$ cat config.mk
export PLATFORM = sky130hd
export DESIGN_NAME = inst_inject_ctrl
export DESIGN_NICKNAME = d
export VERILOG_FILES = /design/src/rtl/inst_inject_ctrl_pkg.sv /design/src/rtl/inst_inject_ctrl.sv
export SDC_FILE = /design/constraint.sdc
export NUM_CORES = 1
export LEC_CHECK = 0
export CORE_ASPECT_RATIO = 1.75
export CORE_MARGIN = 2
export CORE_UTILIZATION = 42
export CTS_CLUSTER_DIAMETER = 40
export CTS_CLUSTER_SIZE = 12
export DETAILED_ROUTE_END_ITERATION = 6
export PLACE_DENSITY_LB_ADDON = 0.15
export SYNTH_ARGS = -nofsm -noshare
export SYNTH_HDL_FRONTEND = slang
export SYNTH_SLANG_ARGS = --single-unit
$ cat constraint.sdc
create_clock -name clk -period 1.9 [get_ports clk]
set_input_delay 0.285 -clock clk [delete_from_list [all_inputs] [get_ports clk]]
set_output_delay 0.285 -clock clk [all_outputs]
set_load 0.02 [all_outputs]
$ cat src/rtl/inst_inject_ctrl_pkg.sv
// Shared constants for the interactive-build instruction injector and its host-side peers.
package inst_inject_ctrl_pkg;

  // addi x0,x0,0
  localparam logic [31:0] NOP_INSTR = 32'h0000_0013;

  localparam int unsigned DRAIN_CYCLES_DEFAULT = 6;
  localparam int unsigned NUM_REGS_DEFAULT     = 32;
  localparam int unsigned REG_AW_DEFAULT       = 5;

  // Sequencer states
  localparam int unsigned STATE_W  = 3;
  localparam logic [2:0]  ST_IDLE  = 3'd0;
  localparam logic [2:0]  ST_ISSUE = 3'd1;
  localparam logic [2:0]  ST_DRAIN = 3'd2;
  localparam logic [2:0]  ST_READ  = 3'd3;
  localparam logic [2:0]  ST_SEND  = 3'd4;

endpackage

$ cat src/rtl/inst_inject_ctrl.sv
// Injects one host instruction into the core fetch stage, drains the pipeline
// with NOPs, then streams the whole register file back to the host.
module inst_inject_ctrl #(
  parameter int unsigned DRAIN_CYCLES = inst_inject_ctrl_pkg::DRAIN_CYCLES_DEFAULT,
  parameter int unsigned NUM_REGS     = inst_inject_ctrl_pkg::NUM_REGS_DEFAULT,
  parameter int unsigned REG_AW       = inst_inject_ctrl_pkg::REG_AW_DEFAULT,
  parameter logic [31:0] NOP_INSTR    = inst_inject_ctrl_pkg::NOP_INSTR
) (
  input  logic              clk,
  input  logic              rst_n,
  input  logic [31:0]       instr_in_data,
  input  logic              instr_in_valid,
  output logic              instr_in_ready,
  output logic [31:0]       cpu_inst,
  output logic [REG_AW-1:0] dbg_rd_addr,
  input  logic [31:0]       dbg_rd_data,
  output logic [31:0]       out_data,
  output logic              out_valid,
  input  logic              out_ready,
  output logic              out_last,
  output logic              busy
);

  import inst_inject_ctrl_pkg::*;

  // Drain counter only has to hold DRAIN_CYCLES-1
  localparam int unsigned CNT_W = (DRAIN_CYCLES > 1) ? $clog2(DRAIN_CYCLES) : 1;
  localparam logic [REG_AW-1:0] LAST_IDX = REG_AW'(NUM_REGS - 1);

  logic [STATE_W-1:0] state_q, state_d;
  logic [CNT_W-1:0]   cnt_q, cnt_d;
  logic [REG_AW-1:0]  idx_q, idx_d;
  logic [31:0]        cpu_inst_q, cpu_inst_d;
  logic [REG_AW-1:0]  addr_q, addr_d;
  logic [31:0]        out_data_q, out_data_d;
  logic               out_valid_q, out_valid_d;
  logic               out_last_q, out_last_d;
  logic               busy_q, busy_d;

  // Host may hand over a word only while nothing is in flight
  assign instr_in_ready = (state_q == ST_IDLE);

  // Next-state and registered-output logic
  always_comb begin
    state_d     = state_q;
    cnt_d       = cnt_q;
    idx_d       = idx_q;
    cpu_inst_d  = cpu_inst_q;
    addr_d      = addr_q;
    out_data_d  = out_data_q;
    out_valid_d = out_valid_q;
    out_last_d  = out_last_q;
    case (state_q)
      ST_IDLE: begin
        cpu_inst_d = NOP_INSTR;
        if (instr_in_valid) begin
          cpu_inst_d = instr_in_data;
          state_d    = ST_ISSUE;
        end
      end
      ST_ISSUE: begin
        cpu_inst_d = NOP_INSTR;
        cnt_d      = CNT_W'(DRAIN_CYCLES - 1);
        state_d    = ST_DRAIN;
      end
      ST_DRAIN: begin
        cpu_inst_d = NOP_INSTR;
        if (cnt_q == '0) begin
          idx_d   = '0;
          addr_d  = '0;
          state_d = ST_READ;
        end else begin
          cnt_d = cnt_q - CNT_W'(1);
        end
      end
      ST_READ: begin
        // Address was presented last cycle, so read data is valid now
        out_data_d  = dbg_rd_data;
        out_valid_d = 1'b1;
        out_last_d  = (idx_q == LAST_IDX);
        state_d     = ST_SEND;
      end
      ST_SEND: begin
        if (out_ready) begin
          out_valid_d = 1'b0;
          out_last_d  = 1'b0;
          if (out_last_q) begin
            state_d = ST_IDLE;
          end else begin
            idx_d   = idx_q + REG_AW'(1);
            addr_d  = idx_q + REG_AW'(1);
            state_d = ST_READ;
          end
        end
      end
      default: begin
        state_d = ST_IDLE;
      end
    endcase
    busy_d = (state_d != ST_IDLE);
  end

  // State and output registers
  always_ff @(posedge clk or negedge rst_n) begin
    if (!rst_n) begin
      state_q     <= ST_IDLE;
      cnt_q       <= '0;
      idx_q       <= '0;
      cpu_inst_q  <= NOP_INSTR;
      addr_q      <= '0;
      out_data_q  <= '0;
      out_valid_q <= 1'b0;
      out_last_q  <= 1'b0;
      busy_q      <= 1'b0;
    end else begin
      state_q     <= state_d;
      cnt_q       <= cnt_d;
      idx_q       <= idx_d;
      cpu_inst_q  <= cpu_inst_d;
      addr_q      <= addr_d;
      out_data_q  <= out_data_d;
      out_valid_q <= out_valid_d;
      out_last_q  <= out_last_d;
      busy_q      <= busy_d;
    end
  end

  assign cpu_inst    = cpu_inst_q;
  assign dbg_rd_addr = addr_q;
  assign out_data    = out_data_q;
  assign out_valid   = out_valid_q;
  assign out_last    = out_last_q;
  assign busy        = busy_q;

endmodule

==> flow_summary.json <==
{
  "outcome": "complete, no violations",
  "critPathMaxFanout": 2,
  "nets": 437,
  "die_w_um": 69.65,
  "dp_hpwl_um": 5634,
  "seqPwrFrac_pct": 33.1,
  "wl_per_cell_um": 17.14,
  "skew_ns": 0.004294,
  "die_h_um": 118.9,
  "fp.coreArea_um2": 7284,
  "rsz0062_at_grt": "no",
  "clkPwrFrac_pct": 18.4,
  "die_area_um2": 8281,
  "via_per_inst": 5.112,
  "reg2reg_depth": 4,
  "fillers": 549,
  "synth_edf_count": 0,
  "cts_buffers": 9,
  "synthSimpleGateAreaFrac_pct": 4.937,
  "start_kind": "register",
  "max_freq_mhz": 572.3,
  "tightestPinTransition_ns": 0.9654,
  "max_slew_margin_pct": 35.64,
  "layout-drive-gt1-share_pct": 16.49,
  "setup_tns_ns": 0,
  "synthToLayoutAreaGrowth_pct": 55.92,
  "synth-compound-area-share_pct": 12.56,
  "finalSetupViolCount": 0,
  "drc": 0,
  "setup.worst_path.end_class": "output pin",
  "layout.area.seq_um2": 1956,
  "p_per_area_nw_per_um2": 1691,
  "synth.distinct_cells": 34,
  "cp_top_family": "buffers and inverters",
  "drt_first_pass_iters": 4,
  "combPwrFrac_pct": 48.5,
  "synth_top_family_by_area": "multiplexers",
  "start_util_pct": 43.49,
  "seq_area_frac_synth_pct": 61.73,
  "cts.sinks": 78,
  "yosysTopAreaCellShare_pct": 59.24,
  "routed_wirelength_um": 7816,
  "drv_cap": 0,
  "synthMuxAreaShare_pct": 15.05,
  "io_pins": 141,
  "power_switching_share_pct": 35.08,
  "netlist_top_cells_area": "dfrtp_1, mux2_4, a22o_1",
  "cts_root_buffer": "clkbuf_16",
  "clk_pin_slew_ns": 0.06,
  "clk_latency_ns": 0.33,
  "synth_flop_cell": "dfrtp_1",
  "hp-class": "primary input to async pin",
  "netlist_instances": 218,
  "synth_nets": 290,
  "port_buffers": 140,
  "p_leak_uw": 0.002262,
  "ys_seq_elements": 78,
  "synth_area_leader_cell": "dfrtp_1",
  "multi_input_area_um2": 1109,
  "drt_iter0_drc": 175,
  "cp_cell_sequence": "clkdlybuf4s50_1",
  "crit_arrival_ns": 1.46,
  "post_cts_buffers": 0,
  "critPathKind": "register to output pin",
  "cp_slowest_cell": "clkdlybuf4s50_1",
  "rows": 41,
  "vias": 2331,
  "post-route-period-util_pct": 91.96,
  "antennaDiodeCount": 0,
  "grt_max_degree": 46,
  "cp_num_cells": 1,
  "layout_commonest_cell": "clkdlybuf4s50_1",
  "cp.buffers_inverters": 1,
  "layout_common_cells": "clkdlybuf4s50_1, dfrtp_1, a22o_1",
  "overflow": 0,
  "fin_cells": 456,
  "synth_fa_ha_area_share_pct": 1.580,
  "synth_warnings": 0,
  "cpPeakStageDelay_ns": 0.60,
  "antenna_found_initial": 0,
  "final-hold-violation-count": 0,
  "p_sw_uw": 2931,
  "cts_tree": "built",
  "intPower_uw": 5423,
  "drtAntennaViolNets": 0,
  "period_needed_ns": 1.747,
  "grt_pass1_wl_um": 12770,
  "place_congestion": 0.8196,
  "async_flop_share_pct": 100.0,
  "syn_area_per_cell_um2": 14.53,
  "track_usage_pct": 19.88,
  "maxSlewViolCount": 0,
  "syn-cell-area_um2": 3168,
  "synth_xor_area_share_pct": 0.8294,
  "dp_cells": 439,
  "clock_path_buffers": 2,
  "grt_pass1_vias": 2392,
  "peakVddDrop_uv": 914.7,
  "required_ns": 1.62,
  "htree_levels": 3
}
[power groups by stage]
stage | Combinational, µW | Sequential, µW | Clock [µW]
3_3_place_gp | 4030 | 2760 | 0
5_1_grt | 4290 | 2860 | 1660
2_1_floorplan | 1560 | 3520 | 0
4_1_cts | 4100 | 2770 | 1600
3_5_place_dp | 4080 | 2790 | 0
6_report | 4050 | 2770 | 1540
[cells in the mapped netlist, drive strengths merged, types with 2 or more instances]
cell,instances
dfstp,3
xnor2,2
buf,11
mux2,33
o21ai,4
a21oi,5
and3,4
nand3,3
nor3,2
o22a,3
nand2,8
clkbuf,2
nor2b,2
dfrtp,75
a22o,31
ha,4
a32oi,2
inv,5
nor2,8
[final timing paths]
check | start | to | slack [ns]
max | cpu_inst[0] | cpu_inst[0] | 0.15
min | rst_n | out_data[0] | 0.44
max reg2reg | state_q[1] | out_data[11] | 0.25
min reg2reg | cpu_inst[20] | cpu_inst[20] | 0.49
max in group asynchronous | rst_n | out_data[10] | 0.87
min in group clk | cpu_inst[20] | cpu_inst[20] | 0.49
[area by class of cell]
cell class	instances	share of cell area, %
clock buffers	12	4.990
clock inverters	4	0.4559
inverters	5	0.3799
multi-input cells	122	22.44
flip-flops and latches	78	39.59
well taps	86	2.178
repair buffers	149	29.96
[sequential cells by signal (all words and copies together) (netlist names)]
signal / flops
state_q: 3
out_valid: 1
out_last: 1
busy: 1
cpu_inst: 32
dbg_rd_addr: 5
out_data: 32
cnt_q: 3
[kinds of logic (layout without fill, tap and decap cells)]
kind of cell | after synthesis | in the layout
multiplexers | 33 | 33
AND/OR/NAND/NOR | 32 | 32
XOR/XNOR | 3 | 3
buffers and inverters | 18 | 170
adder cells (fa/ha/maj) | 4 | 4
flip-flops | 78 | 78
AO/OA/AOI/OAI | 50 | 50
[timing repair]
item                                   CTS  global route
hold buffers                             1             0
gates resized for setup                  1             0
setup endpoints to repair                1             0
endpoints found under the hold margin   30             0
[per-stage QoR]
stage	total power, µW	area [µm²]	setup slack, ns	hold slack (ns)	utilization [%]
global route	8810	4940	0.1047	0.4768	67.81
global placement	6790	4662	0.1833	0.2623	64.00
finish	8354	4940	0.1527	0.4440	67.81
floorplan	5076	3168	0.1335	-0.01059	-
detailed placement	6862	4662	0.1448	0.2563	64.00
CTS	8458	4940	0.1359	0.4429	67.81
[metal layers]
layer	track usage, %	up-vias	share of wire [%]
met3	3.976	21	4.5
met2	33.17	84	52
met5	0	-	0
met4	11.78	0	3.8
li1	-	1078	-
met1	23.48	1148	39
No activity file was read; power rests on OpenSTA's default activity.
==> patch (same settings) <==
The package constant `STATE_W` goes from 3 to 6.
--- a/src/rtl/inst_inject_ctrl_pkg.sv
+++ b/src/rtl/inst_inject_ctrl_pkg.sv
@@ -9,7 +9,7 @@
   localparam int unsigned REG_AW_DEFAULT       = 5;
 
   // Sequencer states
-  localparam int unsigned STATE_W  = 3;
+  localparam int unsigned STATE_W  = 6;
   localparam logic [2:0]  ST_IDLE  = 3'd0;
   localparam logic [2:0]  ST_ISSUE = 3'd1;
   localparam logic [2:0]  ST_DRAIN = 3'd2;
Check against the original RTL: no difference found for any inputs over 10 cycles, from zero or initial values and one cycle with rst_n low; that may be too few to reach the edited logic, so the function may still have changed.
==> patch against the unedited design <==
  * Routed wire length is 10% higher
  * Final cell count grew 20%
  * Sequential cell count up 3
  * Global-route usage rose by 1.3 points
  * Design area rose by 5.3%
  * Core utilization increased by 0.95 points
  * Worst setup slack got worse by 0.089 ns
  * Die area increased by 2.9%
  * Synthesized area grew 3.0%
Power is not compared: it rests on default switching activity, and its combinational part moved more than twofold at a synthesized area within 25%.
==> patch: results (changes against the unedited design) <==
Status
  – Result of the run: finished clean

Power and ir drop
  – Leakage dissipation: between 2 and 2.5 nW
  – Worst vdd ir: 513 uV

Worst setup path
  – Slowest cell delay on critical path: 0.55 ns (-0.05 ns)
  – CP max-delay cell: sky130_fd_sc_hd__or4_4
  – Endpoint of the worst register-to-register path: cpu_inst[23]
  – Depth of the worst register-to-register path: 5 (+1)
  – Launching instance or port of the critical path: state_q[5]
  – Crit path to: instr_in_ready
  – FF-to-FF setup slack: 0.15 ns (-0.10 ns)

Cells and area
  – Ratio of cells with drive above 1 in the final layout: 9.98% (-6.5 points)
  – Filler Cells Inserted: 617 (+12%)
  – Number of nets in the layout: 528 (+21%)
  – # diodes: 0 (unchanged)

Yosys
  – Synthesized-area fraction occupied by ao, oa, aoi and oai cells: 14.6% (+2.0 points)
  – Fraction of synthesized cell area in xor and xnor cells: 0.268% (-0.56 points)
  – Number of unique standard cell types used by synthesis: 43 (+26%)
  – Most common flop cell mapped by yosys: sky130_fd_sc_hd__dfrtp_1
  – Post-synthesis sequential area ratio: 62.2% (+0.48 points)
  – Multiplexer share of the synthesized area: 0.652% (-14 points)
  – Most used standard cells in the synthesized netlist: sky130_fd_sc_hd__nand2_1, sky130_fd_sc_hd__dfrtp_1, sky130_fd_sc_hd__a22o_1, sky130_fd_sc_hd__buf_2, sky130_fd_sc_hd__clkbuf_1
  – Most area-consuming cells after synthesis: sky130_fd_sc_hd__dfrtp_1, sky130_fd_sc_hd__nand2_1, sky130_fd_sc_hd__a22o_1, sky130_fd_sc_hd__dfstp_2, sky130_fd_sc_hd__ha_1
  – Arithmetic-cell share of the synthesized area counting full adders, half adders and majority gates: 1.53% (-0.047 points)
  – Largest family of logic cells by synthesized area: simple AND/OR/NAND/NOR gates

Placement
  – Final GP Congestion: 0.793 (-3.2%)
  – Count of port buffers added during placement: 140 (unchanged)
  – Total placed instance area: 0.00487 mm^2 (+4.4%)
  – Detailed placement HPWL: 6290 um (+12%)

Clock tree
  – Post-CTS setup repair buffer count: 0 (unchanged)
  – Clock network latency to the later pin of the worst-skew pair: 0.34 ns
  – Buffer type at the clock tree root: sky130_fd_sc_hd__clkbuf_16
  – Clock tree buffer depth: 2 (unchanged)

Routing
  – Number of DRC markers after the initial detailed-route iteration: 108 (-38%)
  – Wire length per cell: 15.7 um (-8.4%)
  – Routed via count: 2791 (+20%)
  – Router iterations before antenna repair: 4 (unchanged)

GRT
  – Maximum number of pins on one net before global-route repair: 40 (-13%)
  – Global-route wire length before repair: 14100 um (+10%)
  – Global-route usage over all layers: 21.2% (+1.3 points)

STA
  – Fin Clk Skew: 0.0109 ns (+0.00658 ns)
  – Relative slew slack: 66.1% (+30 points)

Min path
  – Hold WC Path Type: primary input to asynchronous set/reset pin
patch: cell count changes after synthesis, moves of 3 or more:
cell,change
sky130_fd_sc_hd__nand2_1,+92
sky130_fd_sc_hd__nor2b_1,+4
sky130_fd_sc_hd__dfrtp_1,+3
sky130_fd_sc_hd__mux2_4,-28
sky130_fd_sc_hd__clkbuf_1,+5
sky130_fd_sc_hd__mux2_2,-4
sky130_fd_sc_hd__o2bb2ai_1,+3
patch: worst min-delay path by stage:
stage,start,endpoint,cells past startpoint
final,rst_n,cpu_inst[3],2
after global routing,dbg_rd_data[15],out_data[15],3
after CTS,dbg_rd_data[0],out_data[0],3
after detailed placement,rst_n,cpu_inst[5],1
after global placement,rst_n,cpu_inst[5],1
after floorplan,rst_n,busy,0
patch: final cells by class:
type | count | share of cell area, %
sequential | 81 | 39.0
tap | 88 | 2.12
multi-input combinational | 201 | 22.1
clock inverter | 5 | 1.51
inverter | 2 | 0.144
clock buffer | 11 | 4.66
timing repair buffer | 161 | 30.5
patch: logic make-up after synthesis:
| kind of cell | after synthesis |
|---|---|
| AO/OA/AOI/OAI | 61 |
| XOR/XNOR | 1 |
| adder cells (fa/ha/maj) | 4 |
| buffers and inverters | 20 |
| flip-flops | 81 |
| multiplexers | 2 |
| other | 1 |
| AND/OR/NAND/NOR | 130 |
patch: critical path, delay by kind of cell, from the launching register on:
family	cells	cell delay (ns)
buffers and inverters	1	0.14
and+or+nand+nor	2	0.70
DFF	1	0.38
patch: metal layers:
metal  share of wire, %  GRT usage (%)  vias up  wire [um]
li1                   -              -     1340          -
met1                 40           25.4     1340       3450
met2                 52           35.6       99       4490
met3                5.6           5.25       12        485
met4                2.4           9.79        0        203
met5                  0              0        -          0
patch: report_power, final:
| part | internal, mW | switching (mW) |
|---|---|---|
| clock network | 1.18 | 0.653 |
| logic | 0.367 | 0.271 |
| registers | 1.83 | 0.0549 |
| total | 3.38 | 0.979 |
patch: metrics by stage:
stage | setup slack (ns) | total power [mW] | setup TNS [ns] | instances | hold WS [ns]
after floorplan | 0.209 | 2.15 | 0 | 302 | -0.0106
after global placement | -0.0995 | 2.54 | -0.0995 | 532 | 0.284
after detailed placement | -0.125 | 2.55 | -0.125 | 532 | 0.292
after CTS | 0.0246 | 4.42 | 0 | 549 | 0.464
after global routing | 0.00656 | 4.52 | 0 | 549 | 0.496
final | 0.0632 | 4.36 | 0 | 549 | 0.469
patch: what timing repair did:
item	in CTS	in global routing
hold buffers	1	0
resized for setup	6	1
endpoints found under the hold margin	34	0
endpoints found under the setup margin	1	1
